**src/rtl/alu_pkg.sv**
```systemverilog
// Shared encodings, operation/state enums and the ALUOp/funct decoder for the EX-stage ALU.
package alu_pkg;

  localparam logic [1:0] AluOpMem    = 2'b00;
  localparam logic [1:0] AluOpBranch = 2'b01;
  localparam logic [1:0] AluOpRtype  = 2'b10;
  localparam logic [1:0] AluOpRsvd   = 2'b11;

  localparam logic [6:0] F7Base   = 7'b0000000;
  localparam logic [6:0] F7Alt    = 7'b0100000;
  localparam logic [6:0] F7MulDiv = 7'b0000001;

  typedef enum logic [3:0] {
    OpAdd, OpSub, OpSll, OpSlt, OpXor, OpSrl, OpSra, OpOr, OpAnd,
    OpMul, OpMulh, OpMulhu, OpDiv, OpDivu, OpRem, OpRemu
  } alu_op_e;

  typedef enum logic [1:0] {StIdle, StMul, StDiv, StDone} state_e;

  typedef enum logic {KindMul, KindDiv} md_kind_e;

  function automatic alu_op_e decode_op(input logic [1:0] alu_op, input logic [6:0] f7,
                                        input logic [2:0] f3);
    alu_op_e op;
    op = OpAdd;
    case (alu_op)
      AluOpMem:    if (f3 == 3'b101 && f7 == F7Alt) op = OpSra;
      AluOpBranch: op = OpSub;
      AluOpRsvd:   op = OpAdd;
      AluOpRtype: begin
        case (f7)
          F7Base: begin
            case (f3)
              3'b001:  op = OpSll;
              3'b010:  op = OpSlt;
              3'b100:  op = OpXor;
              3'b101:  op = OpSrl;
              3'b110:  op = OpOr;
              3'b111:  op = OpAnd;
              default: op = OpAdd;
            endcase
          end
          F7Alt: begin
            if (f3 == 3'b000) op = OpSub;
            else if (f3 == 3'b101) op = OpSra;
          end
          F7MulDiv: begin
            case (f3)
              3'b000:  op = OpMul;
              3'b001:  op = OpMulh;
              3'b011:  op = OpMulhu;
              3'b100:  op = OpDiv;
              3'b101:  op = OpDivu;
              3'b110:  op = OpRem;
              3'b111:  op = OpRemu;
              default: op = OpAdd;
            endcase
          end
          default: op = OpAdd;
        endcase
      end
      default: op = OpAdd;
    endcase
    return op;
  endfunction

endpackage

```
**src/rtl/alu_exec_ctrl_if.sv**
```systemverilog
// Operand/result handshake bundle between the ID/EX register side and the execute block.
interface alu_exec_ctrl_if #(
  parameter int unsigned XLEN = 32
);
  logic            valid_i;
  logic            ready_o;
  logic            flush_i;
  logic [1:0]      ALUOp_i;
  logic [6:0]      funct7_i;
  logic [2:0]      funct3_i;
  logic [XLEN-1:0] a_i;
  logic [XLEN-1:0] b_i;
  logic [XLEN-1:0] result_o;
  logic            valid_o;
  logic            busy_o;

  modport master (
    output valid_i, flush_i, ALUOp_i, funct7_i, funct3_i, a_i, b_i,
    input  ready_o, result_o, valid_o, busy_o
  );

  modport slave (
    input  valid_i, flush_i, ALUOp_i, funct7_i, funct3_i, a_i, b_i,
    output ready_o, result_o, valid_o, busy_o
  );
endinterface

```
**src/rtl/muldiv_iter.sv**
```systemverilog
// Iterative unsigned datapath: radix-2 shift-add multiply and restoring divide, one bit per cycle.
module muldiv_iter
  import alu_pkg::*;
#(
  parameter int unsigned XLEN = 32,
  parameter int unsigned SHW  = $clog2(XLEN)
) (
  input  logic              clk_i,
  input  logic              rst_n_i,
  input  logic              start_i,
  input  md_kind_e          kind_i,
  input  logic              flush_i,
  input  logic [XLEN-1:0]   opa_i,
  input  logic [XLEN-1:0]   opb_i,
  output logic              done_o,
  output logic [2*XLEN-1:0] result_o
);

  // hi: product high half / partial remainder; lo: multiplier / dividend shifting into quotient.
  logic [XLEN-1:0] hi_q, lo_q, opnd_q;
  logic [SHW-1:0]  cnt_q;
  md_kind_e        kind_q;
  logic            active_q;

  logic [XLEN:0]     mul_sum, div_shift, div_diff;
  logic [2*XLEN-1:0] mul_next, div_next;

  always_comb begin
    mul_sum   = {1'b0, hi_q} + (lo_q[0] ? {1'b0, opnd_q} : '0);
    mul_next  = {mul_sum, lo_q[XLEN-1:1]};
    div_shift = {hi_q, lo_q[XLEN-1]};
    div_diff  = div_shift - {1'b0, opnd_q};
    div_next  = div_diff[XLEN] ? {div_shift[XLEN-1:0], lo_q[XLEN-2:0], 1'b0}
                               : {div_diff[XLEN-1:0], lo_q[XLEN-2:0], 1'b1};
  end

  always_ff @(posedge clk_i or negedge rst_n_i) begin
    if (!rst_n_i) begin
      hi_q     <= '0;
      lo_q     <= '0;
      opnd_q   <= '0;
      cnt_q    <= '0;
      kind_q   <= KindMul;
      active_q <= 1'b0;
    end else if (flush_i) begin
      active_q <= 1'b0;
    end else if (start_i) begin
      hi_q     <= '0;
      lo_q     <= opa_i;
      opnd_q   <= opb_i;
      cnt_q    <= SHW'(XLEN - 1);
      kind_q   <= kind_i;
      active_q <= 1'b1;
    end else if (active_q) begin
      {hi_q, lo_q} <= (kind_q == KindMul) ? mul_next : div_next;
      if (cnt_q == '0) active_q <= 1'b0;
      else cnt_q <= cnt_q - 1'b1;
    end
  end

  // High during the final iteration; result_o is complete after this edge.
  assign done_o   = active_q && (cnt_q == '0);
  assign result_o = {hi_q, lo_q};

endmodule

```
**src/rtl/alu_exec_ctrl.sv**
```systemverilog
// EX-stage ALU: decodes ALUOp/funct fields, executes single-cycle ops and sequences RV32M ops.
module alu_exec_ctrl
  import alu_pkg::*;
#(
  parameter int unsigned XLEN = 32,
  parameter int unsigned SHW  = $clog2(XLEN)
) (
  input logic           clk_i,
  input logic           rst_n_i,
  alu_exec_ctrl_if.slave bus
);

  state_e          state_q;
  alu_op_e         op_q;
  logic            neg_q, valid_q, busy_q;
  logic [XLEN-1:0] result_q;

  logic [XLEN-1:0] a, b, a_mag, b_mag, single_res, special_res, fixed_res, raw_hi, raw_lo;
  logic [XLEN-1:0] min_neg, mulh_neg;
  logic [SHW-1:0]  shamt;
  alu_op_e         op;
  logic            accept, is_mul, is_div, is_signed, a_neg, b_neg, neg_d;
  logic            div_zero, div_ovf, multi, iter_done;
  logic [2*XLEN-1:0] raw;

  assign a       = bus.a_i;
  assign b       = bus.b_i;
  assign shamt   = b[SHW-1:0];
  assign min_neg = {1'b1, {(XLEN-1){1'b0}}};
  assign op      = decode_op(bus.ALUOp_i, bus.funct7_i, bus.funct3_i);
  assign accept  = bus.valid_i && !busy_q && !bus.flush_i;

  assign is_mul    = op inside {OpMul, OpMulh, OpMulhu};
  assign is_div    = op inside {OpDiv, OpDivu, OpRem, OpRemu};
  assign is_signed = op inside {OpMulh, OpDiv, OpRem};
  assign a_neg     = is_signed && a[XLEN-1];
  assign b_neg     = is_signed && b[XLEN-1];
  assign a_mag     = a_neg ? -a : a;
  assign b_mag     = b_neg ? -b : b;
  assign neg_d     = (op == OpRem) ? a_neg : (a_neg ^ b_neg);

  assign div_zero = is_div && (b == '0);
  assign div_ovf  = (op inside {OpDiv, OpRem}) && (a == min_neg) && (b == '1);
  assign multi    = (is_mul || is_div) && !div_zero && !div_ovf;

  always_comb begin
    if (op inside {OpDiv, OpDivu}) special_res = div_zero ? '1 : a;
    else special_res = div_zero ? a : '0;

    case (op)
      OpAdd:   single_res = a + b;
      OpSub:   single_res = a - b;
      OpSll:   single_res = a << shamt;
      OpSlt:   single_res = {{(XLEN-1){1'b0}}, $signed(a) < $signed(b)};
      OpXor:   single_res = a ^ b;
      OpSrl:   single_res = a >> shamt;
      OpSra:   single_res = $unsigned($signed(a) >>> shamt);
      OpOr:    single_res = a | b;
      OpAnd:   single_res = a & b;
      default: single_res = special_res;
    endcase
  end

  muldiv_iter #(
    .XLEN (XLEN),
    .SHW  (SHW)
  ) u_iter (
    .clk_i    (clk_i),
    .rst_n_i  (rst_n_i),
    .start_i  (accept && multi),
    .kind_i   (is_mul ? KindMul : KindDiv),
    .flush_i  (bus.flush_i),
    .opa_i    (a_mag),
    .opb_i    (b_mag),
    .done_o   (iter_done),
    .result_o (raw)
  );

  assign raw_hi = raw[2*XLEN-1:XLEN];
  assign raw_lo = raw[XLEN-1:0];
  // High half of the negated 2*XLEN product: borrow only propagates when the low half is zero.
  assign mulh_neg = ~raw_hi + {{(XLEN-1){1'b0}}, raw_lo == '0};

  always_comb begin
    case (op_q)
      OpMul:   fixed_res = raw_lo;
      OpMulh:  fixed_res = neg_q ? mulh_neg : raw_hi;
      OpMulhu: fixed_res = raw_hi;
      OpDiv:   fixed_res = neg_q ? -raw_lo : raw_lo;
      OpRem:   fixed_res = neg_q ? -raw_hi : raw_hi;
      OpRemu:  fixed_res = raw_hi;
      default: fixed_res = raw_lo;
    endcase
  end

  always_ff @(posedge clk_i or negedge rst_n_i) begin
    if (!rst_n_i) begin
      state_q  <= StIdle;
      op_q     <= OpAdd;
      neg_q    <= 1'b0;
      result_q <= '0;
      valid_q  <= 1'b0;
      busy_q   <= 1'b0;
    end else begin
      valid_q <= 1'b0;
      case (state_q)
        StIdle: begin
          if (accept) begin
            if (multi) begin
              state_q <= is_mul ? StMul : StDiv;
              busy_q  <= 1'b1;
              op_q    <= op;
              neg_q   <= neg_d;
            end else begin
              result_q <= single_res;
              valid_q  <= 1'b1;
            end
          end
        end
        StMul, StDiv: begin
          if (bus.flush_i) begin
            state_q <= StIdle;
            busy_q  <= 1'b0;
          end else if (iter_done) begin
            state_q <= StDone;
          end
        end
        StDone: begin
          state_q <= StIdle;
          busy_q  <= 1'b0;
          if (!bus.flush_i) begin
            result_q <= fixed_res;
            valid_q  <= 1'b1;
          end
        end
        default: begin
          state_q <= StIdle;
          busy_q  <= 1'b0;
        end
      endcase
    end
  end

  assign bus.result_o = result_q;
  assign bus.valid_o  = valid_q;
  assign bus.busy_o   = busy_q;
  assign bus.ready_o  = !busy_q;

endmodule
```
**src/flat_wrapper.sv**
```systemverilog
// flat-port wrapper written by rule: the top's interface ports become plain ports
module alu_exec_ctrl_flat import alu_pkg::*;
#(
  parameter int unsigned XLEN = 32,
  parameter int unsigned SHW  = $clog2(XLEN)
)
  (clk_i, rst_n_i, bus_valid_i, bus_flush_i, bus_ALUOp_i, bus_funct7_i, bus_funct3_i, bus_a_i, bus_b_i, bus_ready_o, bus_result_o, bus_valid_o, bus_busy_o);
  alu_exec_ctrl_if #(.XLEN(XLEN)) bus_i ();
  input logic clk_i;
  input logic rst_n_i;
  input wire logic [$bits(bus_i.valid_i)-1:0] bus_valid_i;
  input wire logic [$bits(bus_i.flush_i)-1:0] bus_flush_i;
  input wire logic [$bits(bus_i.ALUOp_i)-1:0] bus_ALUOp_i;
  input wire logic [$bits(bus_i.funct7_i)-1:0] bus_funct7_i;
  input wire logic [$bits(bus_i.funct3_i)-1:0] bus_funct3_i;
  input wire logic [$bits(bus_i.a_i)-1:0] bus_a_i;
  input wire logic [$bits(bus_i.b_i)-1:0] bus_b_i;
  output wire logic [$bits(bus_i.ready_o)-1:0] bus_ready_o;
  output wire logic [$bits(bus_i.result_o)-1:0] bus_result_o;
  output wire logic [$bits(bus_i.valid_o)-1:0] bus_valid_o;
  output wire logic [$bits(bus_i.busy_o)-1:0] bus_busy_o;
  assign bus_i.valid_i = bus_valid_i;
  assign bus_i.flush_i = bus_flush_i;
  assign bus_i.ALUOp_i = bus_ALUOp_i;
  assign bus_i.funct7_i = bus_funct7_i;
  assign bus_i.funct3_i = bus_funct3_i;
  assign bus_i.a_i = bus_a_i;
  assign bus_i.b_i = bus_b_i;
  assign bus_ready_o = bus_i.ready_o;
  assign bus_result_o = bus_i.result_o;
  assign bus_valid_o = bus_i.valid_o;
  assign bus_busy_o = bus_i.busy_o;
  alu_exec_ctrl #(.XLEN(XLEN), .SHW(SHW)) u_core (.clk_i(clk_i), .rst_n_i(rst_n_i), .bus(bus_i));
endmodule
```
**config.mk**
```make
export PLATFORM = sky130hd
export DESIGN_NAME = alu_exec_ctrl_flat
export DESIGN_NICKNAME = d
export VERILOG_FILES = /design/src/rtl/alu_pkg.sv /design/src/rtl/alu_exec_ctrl_if.sv /design/src/rtl/muldiv_iter.sv /design/src/rtl/alu_exec_ctrl.sv /design/src/flat_wrapper.sv
export SDC_FILE = /design/constraint.sdc
export NUM_CORES = 1
export LEC_CHECK = 0
export ABC_AREA = 0
export CELL_PAD_IN_SITES_DETAIL_PLACEMENT = 1
export CELL_PAD_IN_SITES_GLOBAL_PLACEMENT = 1
export CORE_AREA = 2 2 226 228
export CTS_CLUSTER_DIAMETER = 30
export DETAILED_ROUTE_END_ITERATION = 6
export DIE_AREA = 0 0 228 230
export HOLD_SLACK_MARGIN = 0.12
export PLACE_DENSITY_LB_ADDON = 0.25
export SLEW_MARGIN = 0
export SYNTH_ARGS = -nofsm -noshare
export SYNTH_HDL_FRONTEND = slang
export SYNTH_SLANG_ARGS = --single-unit
```
**constraint.sdc**
```tcl
create_clock -name clk_i -period 5.9 [get_ports clk_i]
set_clock_uncertainty 0.1 [all_clocks]
set_input_delay 0.885 -clock clk_i [delete_from_list [all_inputs] [get_ports clk_i]]
set_output_delay 0.885 -clock clk_i [all_outputs]
set_load 0.03 [all_outputs]
```
# Word-level counts from Yosys, hierarchy flattened
# Cells that the tools add are included.
[totals]
out_inout_bits = 35
reg_bits = 144
[classes]
reduce_logical = 41
n_bitwise = 6
mux = 51
order_cmp = 1
n_eq_ne = 44
add_sub_neg = 10
shifts = 3
[op_table]
columns = ["op", "n"]
rows = [
  ["32-bit 2-to-1 mux", 16],
  ["32-bit one-hot mux with 9 select lines", 1],
  ["64-bit 2-to-1 mux", 2],
  ["32-bit negator", 4],
  ["32-bit one-hot mux with 4 select lines", 1],
  ["32-bit == test (second input constant)", 2],
  ["32-bit logical NOT", 2],
  ["32-bit one-hot mux with 2 select lines", 1],
  ["4-bit == test (second input constant)", 13],
  ["32-bit by 33-bit adder with 33-bit output", 1],
  ["33-bit by 32-bit subtractor with 33-bit output", 1],
  ["32-bit by 1-bit adder with 32-bit output", 1],
  ["32-bit adder", 1],
  ["32-bit AND", 1],
  ["32-bit less-than comparator", 1],
  ["32-bit NOT", 1],
  ["32-bit bitwise OR", 1],
  ["32-bit by 5-bit << shifter with 32-bit output", 1],
  ["32-bit by 5-bit right shift with 32-bit output", 1],
  ["32-bit by 5-bit >>> shifter with 32-bit output", 1],
  ["32-bit subtractor", 1],
  ["32-bit XOR", 1],
  ["4-bit one-hot mux with 7 select lines", 1],
  ["4-bit one-hot mux with 6 select lines", 1],
  ["other kinds (41)", 99],
]

# Logic depth before layout (Yosys ltp)
[depth]
ltp_word = 14
depth_mapped = 20

# Modules after synthesis
# A second synthesis with hierarchy kept.
[hier_totals]
cells_unflattened = 3405
area_unflattened_um2 = 24479.7
[by_module_without_submodules]
columns = ["module", "seq_area_each_um2", "area_per_inst_um2", "n_inst", "cells_per_inst"]
rows = [
  ["alu_exec_ctrl", 1026.0, 15850.2, 1, 2328],
  ["muldiv_iter", 2577.5, 8629.5, 1, 1077],
]

# Worst setup path before layout
# No wires, ideal clock.
[synth_path]
path_type = "input port to flip-flop"
start = "input port bus_b_i[2]"
end = "register u_core.result_q[25], in the netlist u_core.bus.result_o[25]"
arrival_ns = 4.672
path_stages = 17
setup_time_ns = 0.137
slack_ns = 0.991
cell_sequence = "clkbuf_1 -> clkinv_1 -> buf_1 -> clkbuf_1 -> buf_1 -> ha_1 -> inv_1 -> o31ai_1 -> nand3_1 -> a2111oi_0 -> or2_1 -> nor2b_1 -> a31oi_1 -> o21ai_0 -> xnor2_1 -> a2111oi_0 -> nor3_1"
[synth_between]
elab_chain_len = 8
word_cells_on_any_way = 22
[synth_rtl]
columns = ["element", "line_no", "source"]
rows = [
  ["start: declaration", "flat_wrapper.sv:17", "input wire logic [$bits(bus_i.b_i)-1:0] bus_b_i;"],
  ["branches (longest 8 deep; another with 32-bit subtractor)", "n/a", ""],
  ["end signal: assignment", "alu_exec_ctrl.sv:115", "result_q <= single_res;"],
  ["end signal: assignment", "alu_exec_ctrl.sv:132", "result_q <= fixed_res;"],
  ["end: declaration", "alu_exec_ctrl.sv:16", "logic [XLEN-1:0] result_q;"],
]
# Parallel ways; which one is timed is not known. The select of a mux whose other input is x is not followed.
# A chain may end at the register's enable or synchronous reset.

# Final worst setup path
[layout_path]
start = "register u_core.u_iter.lo_q[22]"
end = "register u_core.result_q[30], in the netlist u_core.bus.result_o[30]"
[layout_between]
elab_chain_len = 6
word_cells_on_any_way = 8
[layout_rtl]
columns = ["element", "line_no", "source"]
rows = [
  ["start: declaration", "muldiv_iter.sv:20", "logic [XLEN-1:0] hi_q, lo_q, opnd_q;"],
  ["start signal: assignment", "muldiv_iter.sv:49", "lo_q <= opa_i;"],
  ["start signal: assignment", "muldiv_iter.sv:55", "{hi_q, lo_q} <= (kind_q == KindMul) ? mul_next : div_next;"],
  ["32-bit logical NOT", "alu_exec_ctrl.sv:82", "assign mulh_neg = ~raw_hi + {{(XLEN-1){1'b0}}, raw_lo == '0};"],
  ["32-bit by 1-bit adder with 32-bit output", "alu_exec_ctrl.sv:82", ""],
  ["32-bit 2-to-1 mux", "alu_exec_ctrl.sv:87", "OpMulh: fixed_res = neg_q ? mulh_neg : raw_hi;"],
  ["32-bit one-hot mux with 4 select lines *", "alu_exec_ctrl.sv:85", "case (op_q)"],
  ["32-bit 2-to-1 mux *", "alu_exec_ctrl.sv:131", "if (!bus.flush_i) begin"],
  ["32-bit one-hot mux with 2 select lines *", "alu_exec_ctrl.sv:106", "case (state_q)"],
]
# Every way passes the cells marked *; elsewhere a longest branch is shown, timed or not. The select of a mux whose other input is x is not followed.

==> flow_summary_export.csv <==
group,metric,value,unit
timing,max_slew_margin,13.21,%
clock_tree,cts.hold.buffers_added,0,
layout,design_area,25590,um2
clock_tree,worstSkewPairLatency,0.46,ns
placed_design,io_buffers,114,
min_path,worstHoldPathCells,1,
global_route,track_usage,47.52,%
timing,hold_violations,0,
setup_path,timing.critical_path.mode_cell,"a21oi_1",
power,combPwrFrac,48.6,%
setup_path,crit_buf_inv,0,
global_route,antenna_found_initial,5,
placed_design,placed_cell_area,25020,um2
route,antenna_left,0,
clock_tree,tritoncts,"done",
synthesis,synth-edff-count,0,
timing,finalSetupViolCount,0,
route,route.detailed.drc,0,
floorplan,start_util,45.85,%
clock_tree,cts_max_level,4,
min_path,hp-class,"register to register",
clock_tree,clock-sinks,144,
synthesis,syn_inst,3267,
timing,worstMarginPinSlew,1.297,ns
synthesis,yosys_most_used_dff,"dfrtp_1",
synthesis,synth_fp_nets,3524,
timing,rsz0062_at_grt,"false",
placed_design,hpwlAfterDp,100.7,mm
power,swShare,46.40,%
global_route,grt_pass1_vias,28367,
synthesis,yosysUniqueCellTypes,94,
layout,drive_gt1_share,7.906,%
setup_path,startpoint_type,"register",
setup_path,critPathTopFamily,"simple AND/OR/NAND/NOR gates",
timing,fmax,0.1808,GHz
setup_path,worstSetupPathType,"register to register",
setup_path,rr_worst_depth,17,
route,vias,28518,
floorplan,rows,82,
floorplan,die_y,230,um
setup_path,cp-end-kind,"register",
synthesis,async_reset_ff_share,100.0,%
clock_tree,cts_root_buffer,"clkbuf_16",
timing,hold_slack,0.3822,ns
synthesis,yosysWarningCount,0,
power,p_int,0.002491,W
synthesis,syn_area,22860,um2
flow_run,max_cap_violations,0,
power,leakage,10.71,nW
setup_path,slowest_delay,0.61,ns
setup_path,critPathMaxFanout,6,
timing,fin_crit_sh,93.75,%
clock_tree,clk_pin_slew,0.07,ns
global_route,grt_pass1_wl,188.1,mm
placed_design,dp.cells,3954,
setup_path,crit_required,6.14,ns
power,pwr-share-clk,23.2,%
floorplan,die_x,228,um
route,wl_per_cell,32.04,um
setup_path,timing.rr.end,"u_core.bus.result_o[30]",
timing,finalSetupTns,0,ns
layout,nFillCells,6465,
synthesis,ys_ff_latch,144,
min_path,min_to,"u_core.bus.result_o[2]",
clock_tree,post-cts-setup-buffers,0,
timing,period_minus_slack,5.531,ns
power,p_sw,0.002157,W
floorplan,dieArea,52440,um2
layout,nets,3558,
status,status,"complete, no violations",
power,power_frac_seq,28.2,%
setup_path,r2r_start,"u_core.u_iter.lo_q[22]",
setup_path,crit_chain,"or4_1, or3_1, or3_1, nor4b_1, ha_1, ha_1, or3b_2, o41ai_1, nor2_1, a21oi_1, a31oi_1, xnor2_1, a21oi_1, a2111oi_0, o31ai_1, a211oi_1, a21oi_1",
setup_path,crit_start,"u_core.u_iter.lo_q[22]",
clock_tree,numCtsBuffers,17,
route,first_iter_violations,3759,
global_route,grt_start_max_net_pins,88,
floorplan,design.core.area,49860,um2
layout,fin_cells,3989,
clock_tree,cts_max_path_buffers,2,
synthesis,syn_avg_cell_area,6.998,um2
route,vias_per_cell,7.149,
setup_path,regToRegSetupSlack,0.37,ns
setup_path,cp_slowest_cell,"or4_1",
clock_tree,ctsResizeCount,0,
floorplan,ios,115,
power,peakVddDrop,144.5,uV
layout,syn_to_final_growth,11.91,%
route,drt_wl_total,127.8,mm
timing,drv_slew,0,
power,cellPowerDensity,181.7,nW/um2
route,firstDrtPassIters,6,
setup_path,crit_arrival,5.77,ns
placed_design,gp_congestion,1.085,
global_route,grt_overflow,0,
synthesis,synth_seq_area_share,15.76,%
min_path,hp-start,"u_core.bus.result_o[2]",
## area by class of cell
cell class	count	area [um2]	share of cell area, %
inverter	171	641.9	2.509
timing repair buffer	247	2136	8.347
antenna	3	7.507	0.02934
tap	672	840.8	3.286
multi-input combinational	2720	17800	69.55
clock buffer	20	446.7	1.746
sequential	144	3608	14.10
clock inverter	12	110.1	0.4303
## placed cells by master (no fill, tap or decap), types with 14 or more instances in the layout
| cell | count |
|---|---|
| o22ai_1 | 30 |
| o21bai_1 | 22 |
| nor3_1 | 68 |
| nand4_1 | 20 |
| buf_4 | 133 |
| ha_1 | 172 |
| mux2_2 | 14 |
| o21ai_0 | 275 |
| a211oi_1 | 48 |
| xor2_1 | 40 |
| or3_1 | 41 |
| mux2i_1 | 76 |
| mux4_2 | 24 |
| dfrtp_1 | 142 |
| a21o_1 | 41 |
| a221oi_1 | 26 |
| and2_1 | 20 |
| nor4_1 | 24 |
| clkdlybuf4s50_1 | 109 |
| o21ai_1 | 61 |
| a2111oi_0 | 16 |
| clkbuf_16 | 17 |
| nand2b_1 | 41 |
| a21oi_1 | 295 |
| inv_1 | 167 |
| nor2_1 | 340 |
| xnor2_1 | 132 |
| nand2_1 | 346 |
| o41ai_1 | 21 |
| nor2b_1 | 23 |
| o211ai_1 | 73 |
| nand3_1 | 71 |
| a31oi_1 | 42 |
| o31ai_1 | 62 |
| o221ai_1 | 18 |
| or4_1 | 19 |
| and3_1 | 16 |
## metrics by stage
stage	util [%]	power [W]	setup WS, ns
finish	51.31	0.004648	0.3689
global route	51.30	0.004763	0.1221
CTS	51.30	0.004554	0.4879
detailed placement	50.18	0.003486	0.1934
global placement	50.18	0.003430	0.2360
floorplan	-	0.002432	0.9906
## how the worst max path moves through the flow
stage | endpoint | slack [ns] | cells after the start
floorplan | u_core.bus.result_o[25] | 0.99 | 17
detailed placement | u_core.bus.result_o[25] | 0.19 | 16
global placement | u_core.u_iter.opnd_q[27] | 0.24 | 12
global route | u_core.bus.result_o[30] | 0.12 | 17
CTS | u_core.bus.result_o[30] | 0.49 | 17
finish | u_core.bus.result_o[30] | 0.37 | 17
## sequential cells by signal, indices dropped and copies added, names as in the netlist
signal	flops
u_core.bus.result_o	32
u_core.u_iter.hi_q	32
u_core.u_iter.lo_q	32
u_core.u_iter.opnd_q	32
u_core.u_iter.cnt_q	5
u_core.op_q	4
u_core.state_q	2
u_core.bus.busy_o	1
u_core.bus.valid_o	1
u_core.neg_q	1
u_core.u_iter.active_q	1
u_core.u_iter.kind_q	1
## Yosys cell counts, types with 9 or more instances
cell type  count  area [um2]
o41ai_1       21       183.9
a211oi_1      49       367.9
inv_1        167       626.9
a21oi_1      296        1481
nor4_1        27       168.9
a221oi_1      26       227.7
o21ai_0      276        1381
xor2_1        40       350.3
a2111oi_0     16       140.1
dfrtp_1      144        3603
buf_2         23       115.1
mux4_2        24       540.5
o21ai_1       60       300.3
mux2i_1       76       760.7
nor4b_1        9       78.83
or3_1         42       262.8
ha_1         173        2165
nand3_1       72       360.4
nor3_1        70       350.3
o21a_1        13       97.59
o2111ai_1     12       105.1
nand2_1      346        1299
o31ai_1       62       465.5
or2_2         13       81.33
o221ai_1      18       157.7
nand4_1       20       125.1
a31oi_1       42       262.8
xnor2_1      133        1165
a22oi_1       13       97.59
and3_1        17       106.4
o21bai_1      22       165.2
o22ai_1       30       187.7
nor2b_1       24       150.1
buf_1         24       90.09
a21o_1        41       307.8
or4_1         19       142.6
nor2_1       340        1276
o211ai_1      73       548.0
clkbuf_1     183       686.9
a211o_1       13       113.9
nand2b_1      41       256.5
mux2_2        14       157.7
and2_1        20       125.1
## metal layers
layer	up-vias	GRT usage [%]	wire [um]
met5	-	0	23
met4	4	34.40	11240
met3	541	8.953	12490
met2	1949	75.73	56200
met1	14001	57.58	47840
li1	12023	-	-
## power by group through the flow
stage | logic [W] | registers, W | clock network, W
2_1_floorplan | 0.00102 | 0.00141 | 0
3_3_place_gp | 0.00213 | 0.00130 | 0
3_5_place_dp | 0.00218 | 0.00131 | 0
4_1_cts | 0.00219 | 0.00129 | 0.00107
5_1_grt | 0.00235 | 0.00130 | 0.00111
6_report | 0.00226 | 0.00131 | 0.00108
## logic make-up after synthesis
group	Yosys count	synth area share, %
flops	144	15.76
buf+inv	403	6.808
simple gates	1087	22.13
xor+xnor	173	6.627
fa+ha+maj	179	9.905
compound gates	1166	32.34
mux	115	6.430
No activity file was read; power rests on OpenSTA's default activity.
